`config.mk`:
```
export PLATFORM = sky130hd
export DESIGN_NAME = case_convert_stream
export DESIGN_NICKNAME = d
export VERILOG_FILES = /design/src/rtl/case_pkg.sv /design/src/rtl/case_lane.sv /design/src/rtl/case_convert_stream.sv
export SDC_FILE = /design/constraint.sdc
export NUM_CORES = 1
export LEC_CHECK = 0
export BUFFER_PORTS_ARGS = -buffer_cell sky130_fd_sc_hd__buf_4
export CORE_MARGIN = 3
export CORE_UTILIZATION = 35
export DETAILED_ROUTE_END_ITERATION = 10
export GPL_TIMING_DRIVEN = 0
export PLACE_DENSITY = 0.59
export RECOVER_POWER = 25
export SLEW_MARGIN = 30
export SYNTH_ARGS = -nofsm -noshare
export SYNTH_HDL_FRONTEND = slang
export SYNTH_HIERARCHICAL = 1
export SYNTH_SLANG_ARGS = --single-unit
```
`constraint.sdc`:
```
create_clock -name clk -period 3.62 [get_ports clk]
set_clock_uncertainty 0.2 [all_clocks]
set_input_delay 0.362 -clock clk [delete_from_list [all_inputs] [get_ports clk]]
set_output_delay 0.362 -clock clk [all_outputs]
set_load 0.02 [all_outputs]
```
`src/rtl/case_pkg.sv`:
```
// Shared encodings and ASCII constants for the streaming case converter.
package case_pkg;

  typedef enum logic [1:0] {
    MODE_PASS   = 2'b00,
    MODE_UPPER  = 2'b01,
    MODE_LOWER  = 2'b10,
    MODE_TOGGLE = 2'b11
  } mode_e;

  typedef enum logic {
    FRAME_IDLE   = 1'b0,
    FRAME_ACTIVE = 1'b1
  } frame_state_e;

  localparam logic [7:0] ASCII_UC_A = 8'h41;
  localparam logic [7:0] ASCII_UC_Z = 8'h5A;
  localparam logic [7:0] ASCII_LC_A = 8'h61;
  localparam logic [7:0] ASCII_LC_Z = 8'h7A;
  localparam int         CASE_BIT   = 5;

endpackage

```
`src/rtl/case_lane.sv`:
```
// One-character case converter: classifies the byte and flips the case bit
// when the mode asks for it.
module case_lane
  import case_pkg::*;
(
  input  logic [1:0] mode,
  input  logic [7:0] ch,
  output logic [7:0] converted,
  output logic       changed
);

  logic is_upper;
  logic is_lower;
  logic flip;

  always_comb begin
    // Bytes with bit7 set fall outside both ranges, so they never convert.
    is_upper = (ch >= ASCII_UC_A) && (ch <= ASCII_UC_Z);
    is_lower = (ch >= ASCII_LC_A) && (ch <= ASCII_LC_Z);
    flip     = 1'b0;
    case (mode_e'(mode))
      MODE_UPPER:  flip = is_lower;
      MODE_LOWER:  flip = is_upper;
      MODE_TOGGLE: flip = is_upper | is_lower;
      default:     flip = 1'b0;
    endcase
    converted           = ch;
    converted[CASE_BIT] = ch[CASE_BIT] ^ flip;
    changed             = flip;
  end

endmodule

```
`src/rtl/case_convert_stream.sv`:
```
// Streaming ASCII case converter: LANES characters per beat, registered
// output with a one-entry skid buffer, per-frame mode latch and count.
//
// state        | meaning
// FRAME_IDLE   | waiting for the first beat of a frame; mode is taken live
// FRAME_ACTIVE | mid-frame; the latched mode is used until in_last is accepted
module case_convert_stream
  import case_pkg::*;
#(
  parameter int LANES = 4,
  parameter int CNT_W = 16
) (
  input  logic                 clk,
  input  logic                 rst,
  input  logic                 in_valid,
  output logic                 in_ready,
  input  logic [8*LANES-1:0]   in_data,
  input  logic                 in_last,
  input  logic [1:0]           mode,
  output logic                 out_valid,
  input  logic                 out_ready,
  output logic [8*LANES-1:0]   out_data,
  output logic                 out_last,
  output logic [CNT_W-1:0]     out_count
);

  localparam int PW = $clog2(LANES + 1);
  localparam int SW = CNT_W + 1;

  frame_state_e state, state_nxt;
  logic [1:0]         mode_q;
  logic [1:0]         lane_mode;
  logic [CNT_W-1:0]   total;
  logic [8*LANES-1:0] conv_data;
  logic [LANES-1:0]   changed;
  logic [PW-1:0]      beat_pop;
  logic [SW-1:0]      sum;
  logic [CNT_W-1:0]   beat_count;
  logic               in_fire;

  logic               skid_valid;
  logic [8*LANES-1:0] skid_data;
  logic               skid_last;
  logic [CNT_W-1:0]   skid_count;

  assign in_ready  = !skid_valid && !rst;
  assign in_fire   = in_valid && in_ready;
  assign lane_mode = (state == FRAME_IDLE) ? mode : mode_q;

  for (genvar g = 0; g < LANES; g++) begin : g_lane
    case_lane u_lane (
      .mode      (lane_mode),
      .ch        (in_data[8*g +: 8]),
      .converted (conv_data[8*g +: 8]),
      .changed   (changed[g])
    );
  end

  always_comb begin
    beat_pop = '0;
    for (int i = 0; i < LANES; i++) begin
      beat_pop = beat_pop + PW'(changed[i]);
    end
    sum        = SW'(total) + SW'(beat_pop);
    beat_count = sum[CNT_W] ? '1 : sum[CNT_W-1:0];
  end

  always_comb begin
    state_nxt = state;
    if (in_fire) begin
      state_nxt = in_last ? FRAME_IDLE : FRAME_ACTIVE;
    end
  end

  always_ff @(posedge clk) begin
    if (rst) begin
      state  <= FRAME_IDLE;
      mode_q <= MODE_PASS;
      total  <= '0;
    end else begin
      state <= state_nxt;
      if (in_fire) begin
        if (state == FRAME_IDLE) mode_q <= mode;
        total <= in_last ? '0 : beat_count;
      end
    end
  end

  // Output register takes priority from the skid; new beats only land in the
  // skid when the output register is stalled.
  always_ff @(posedge clk) begin
    if (rst) begin
      out_valid  <= 1'b0;
      out_data   <= '0;
      out_last   <= 1'b0;
      out_count  <= '0;
      skid_valid <= 1'b0;
      skid_data  <= '0;
      skid_last  <= 1'b0;
      skid_count <= '0;
    end else if (skid_valid) begin
      if (out_ready) begin
        out_data   <= skid_data;
        out_last   <= skid_last;
        out_count  <= skid_count;
        skid_valid <= 1'b0;
      end
    end else if (in_fire) begin
      if (out_valid && !out_ready) begin
        skid_valid <= 1'b1;
        skid_data  <= conv_data;
        skid_last  <= in_last;
        skid_count <= beat_count;
      end else begin
        out_valid <= 1'b1;
        out_data  <= conv_data;
        out_last  <= in_last;
        out_count <= beat_count;
      end
    end else if (out_ready) begin
      out_valid <= 1'b0;
    end
  end

endmodule

```
Yosys cells after proc, flatten, opt, wreduce, memory -nomap -nowiden
Cells that the tools add are included.

Reductions and logical operators: 19. Mux-type cells: 27. Bitwise operators: 9. Order comparisons: 16. Add/sub/neg operators: 4. Equal/unequal tests: 6.

Operators with widths (count): $mux 32 (4); $mux 16 (6); $ge 8x7->1 const B (8); $le 8x7->1 const B (8); $add 16x3->17 (1); $mux 1 (12); $pmux 1 s3 (4); $logic_and 1x1->1 (11); $reduce_and 3->1 (3); $ne 2x2->1 const B (3); $eq 2x2->1 const B (2); $or 1x1->1 (4); $reduce_bool 2->1 (2); $xor 1x1->1 (4); $add 2x1->3 (1); $add 3x1->3 (1); $logic_not 1->1 (3); $add 1x1->2 (1); $eq 2x1->1 const B (1); $mux 2 (1); $not 1->1 (1).

Bits in registers: 119.

Logic depth before layout (Yosys ltp)
Depth after elaboration: 12. Gate-level depth with buffers: 15. Depth with buffers taken out: 13.

Modules after synthesis
Netlist, hierarchy kept.

Modules (own cells, without submodules): case_convert_stream (cells an instance 627, times used 1, area an instance 5301.3 um^2); case_lane (cells an instance 21, times used 4, area an instance 142.6 um^2).

Least setup slack after synthesis
Ideal clock, no wire load.

Path type: register to register. Start: register state. End: register total[13]. Arrival: 3.351 ns. Slack: -0.034 ns. Cell stages (with the launch flop): 15. Required time: 3.317 ns. Period minus slack after synthesis: 3.654 ns. Cells stage by stage: dfxtp_1 > mux2_2 > mux2i_1 > nor4_1 > fa_1 > inv_1 > fa_1 > inv_1 > fa_1 > buf_2 > and2_1 > nand4_4 > or2_4 > and4_1 > a2111oi_2.

Longest elaborated chain between the ends: 9.

RTL lines: from (decl) (line case_convert_stream.sv:30) `frame_state_e state, state_nxt;`; from (signal assigned) (line case_convert_stream.sv:81) `state <= state_nxt;`; $mux 2 *; net lane_mode[0] (line case_convert_stream.sv:32) `logic [1:0] lane_mode;`; $eq 2x2->1 / $eq 2x1->1 (equally long branches) (line case_lane.sv:21) `case (mode_e'(mode))`; $pmux 1 s3 * (line case_lane.sv:21); net changed[0] (line case_convert_stream.sv:35) `logic [LANES-1:0] changed;`; $add 1x1->2 * (line case_convert_stream.sv:62) `beat_pop = beat_pop + PW'(changed[i]);`; $add 2x1->3 * (line case_convert_stream.sv:62); $add 3x1->3 * (line case_convert_stream.sv:62); $add 16x3->17 * (line case_convert_stream.sv:64) `sum = SW'(total) + SW'(beat_pop);`; $mux 16 * (line case_convert_stream.sv:65) `beat_count = sum[CNT_W] ? '1 : sum[CNT_W-1:0];`; $mux 16 * (line case_convert_stream.sv:84) `total <= in_last ? '0 : beat_count;`; to (signal assigned) (line case_convert_stream.sv:84); to (decl) (line case_convert_stream.sv:33) `logic [CNT_W-1:0] total;`.

Mark *: on every way through the listed nets, which the timed path passes. The rest lies on a longest branch. A chain may end at the register's enable or synchronous reset.

Final worst setup path
Start: register state. End: register out_count[14].

RTL lines: $mux 2 *; net lane_mode[1] (line case_convert_stream.sv:32); $eq 2x2->1 / $eq 2x1->1 (equally long branches) (line case_lane.sv:21); $pmux 1 s3 * (line case_lane.sv:21); net changed[2] (line case_convert_stream.sv:35); $add 2x1->3 * (line case_convert_stream.sv:62); $add 3x1->3 * (line case_convert_stream.sv:62); $add 16x3->17 * (line case_convert_stream.sv:64); $mux 16 * (line case_convert_stream.sv:65); $mux 16 * (line case_convert_stream.sv:109) `if (out_valid && !out_ready) begin`; $mux 16 * (line case_convert_stream.sv:108) `end else if (in_fire) begin`; $mux 16 * (line case_convert_stream.sv:101) `end else if (skid_valid) begin`; to (signal assigned) (line case_convert_stream.sv:105) `out_count <= skid_count;`; to (signal assigned) (line case_convert_stream.sv:118) `out_count <= beat_count;`; to (decl) (line case_convert_stream.sv:24) `output logic [CNT_W-1:0] out_count`.

Mark *: on every way through the listed nets, which the timed path passes. The rest lies on a longest branch. The select of a mux whose other input is x is not followed.

==> metrics.txt <==
outcome completed; CP Cell Sequence mux2_4, mux2i_4, nor4_4, fa_1, inv_1, fa_2, inv_2, fa_2, buf_6, nand4_1, nor4_4, mux2i_2, nand2b_1, a211oi_2; Die ar. roughly 0.018 mm2; pin count of the biggest net entering global routing 17; type of origin of the critical path flop; worst hold path class in -> reg; post-synthesis cell count a little over 700; Max-Cap Viols 0; main area contributors after synthesis dfxtp_1 (41%), mux2i_1 (6.8%), nand2_1 (6.7%); sequential share of the synthesized area 0.406; Yosys top cell area share 0.406; VDD IR max between 300 and 400 uV; Yosys cell types 60; share of layout cells above drive strength 1 0.222; chip width between 100 and 150 um; relative slew slack 0.365; Initial Utilization 0.363; Hold-fix buffers, CTS 0; clk_lat worst skew 420 ps; setup ws final ~34 ps; WS Path Type reg -> reg; TritonCTS buffer count 17; Crit. End Element flop; Fmax achieved 279 MHz; GR Overflow Total 0; Global Route Usage Sum 0.202; RSZ-0062 raised after global routing yes; WP data arrival ~3700 ps; Avg WL per Cell 17.6 um; period utilization 0.991; core area between 0.015 and 0.02 mm2; HPWL after DPL about 13000 um; Residual DRC 0; setup_tns 0 ps; most common cell after layout, fill and taps aside dfxtp_1; antenna violations before repair 0; Setup violations, final 0; most frequent cells in the layout dfxtp_1 (118), nand2_1 (105), buf_4 (89); cell area after synthesis between 0.005 and 0.006 mm2; P per Cell Area roughly 460 mW/mm2; Site Rows 46; EDFF count, synth 0; routability cong. around 0.95; CP peak stage delay approximately 480 ps; Max Slew Vio Count 0; io pins 90; IO Port Bufs 87; H-Tree Depth 4; clock sinks 119; nets in the synthesized netlist about 750; ant diodes 0; nets 873; vias in the first global route approximately 5200; clock tree buffer depth 2; placed inst area 0.00680 mm2; via total after detailed routing between 5000 and 6000; synthesis-stage register bit count roughly 120; final instance area 0.00759 mm2; CTS tree done; fin util 0.469; Syn Area/Cell just over 8 um2; final hold violations 0; yosys warns 6; root buffer cell clkbuf_16; LEAKAGE approximately 2.7 nW; DR vias/cell approximately 5.3; first-pass GRT wire length roughly 29000 um; Area Overhead vs Synth 29.2%; minimum clock period after layout about 3600 ps; DRT antenna net count 0; Main synth FF type dfxtp_1; Critical Path RT 3710 ps; 1st-iter DRT viols approximately 400; 1st-pass router iterations 5; CP delay by family, top adder cells; clk slew on worst S/H paths roughly 50 ps; leading area contributor after synthesis dfxtp_1; critical path fanouts, max 7; pre-CTS setup slack -651 ps; final WL 18600 um; Die H approximately 140 um; slowest CP cell fa_1; Async SR Flop Fraction 0; buffers and inverters on the worst path 3; measured slew at the worst slew-check pin about 950 ps
[worst paths after layout]
check / from / to / slack, ps / cells after the start
hold reg to reg: skid_data[19] / skid_data[19] / 250 / 2
setup / recovery: state / out_count[14] / 30 / 14
hold / removal: in_last / total[13] / 30 / 2
setup reg to reg: state / out_count[14] / 30 / 14
[where the power goes]
| group | switching, mW | internal, mW | total, mW | leakage (nW) |
|---|---|---|---|---|
| Combinational | 0.256 | 0.155 | 0.412 | 1.46 |
| Sequential | 0.0267 | 1.36 | 1.38 | 0.969 |
| Clock | 0.596 | 1.10 | 1.70 | 0.289 |
[cells in the mapped netlist, types with 4 or more instances]
library cell  count
o31ai_1           7
mux2i_1          40
a31oi_1           5
o211ai_1          8
buf_1             4
mux2_2            4
o32ai_1           5
nor3b_1           4
a2bb2oi_1         4
nand2_1         105
clkbuf_1         30
a22oi_1           5
nor3_1           19
or4_1             4
o21ai_0          16
a21oi_1          74
nand3_1          15
nand4_1           4
inv_1            14
dfxtp_1         119
buf_2            15
buf_4            31
nor4_1            6
and3_1            8
nor2_1           64
o2bb2ai_1         4
a211oi_1         42
nand3b_1          5
[flip-flops by register name, indices dropped and copies added (netlist names), 2 cells and up]
register	flops
skid_data	32
skid_count	16
out_count	16
total	16
out_data	32
mode_q	2
[area by class of cell]
cell class / instances / area [um2]
inverter: 16 / 60.1
fill: 1651 / 8590
clock buffer: 21 / 460
timing repair buffer: 100 / 627
buffer: 82 / 455
clock inverter: 9 / 126
multi-input combinational: 494 / 3200
sequential: 119 / 2390
tap: 216 / 270
[routing by layer]
layer / track usage / wire length (um)
met5: 0 / 0
met3: 0.0412 / 1330
met2: 0.303 / 8260
met4: 0.0862 / 485
met1: 0.283 / 8520
[kinds of logic after synthesis]
| group | Yosys count | synth area share |
|---|---|---|
| AOI/OAI and AO/OA | 186 | 0.208 |
| xor gates and xnor gates | 5 | 0.00746 |
| adders and majority gates | 4 | 0.0124 |
| buffers and inverters | 98 | 0.0861 |
| DFF | 119 | 0.406 |
| muxes | 44 | 0.0759 |
| and+or+nand+nor | 255 | 0.205 |
[through the flow]
stage | total power [mW] | hold WS, ps | instances
6_report | 3.50 | 31.1 | 1057
5_1_grt | 3.63 | 29.1 | 1057
4_1_cts | 3.54 | 16.7 | 1054
3_5_place_dp | 1.82 | 247 | 1014
3_3_place_gp | 1.82 | 242 | 1014
2_1_floorplan | 1.65 | 236 | 711
[what timing repair did]
action                                  in CTS  in global routing
gates resized for setup                     22                 31
cloned                                       0                  1
pin swaps                                    3                 12
buffers inserted                            10                  2
endpoints found under the setup margin      45                 31
endpoints found under the hold margin        0                  0
No activity file was read; power rests on OpenSTA's default activity.
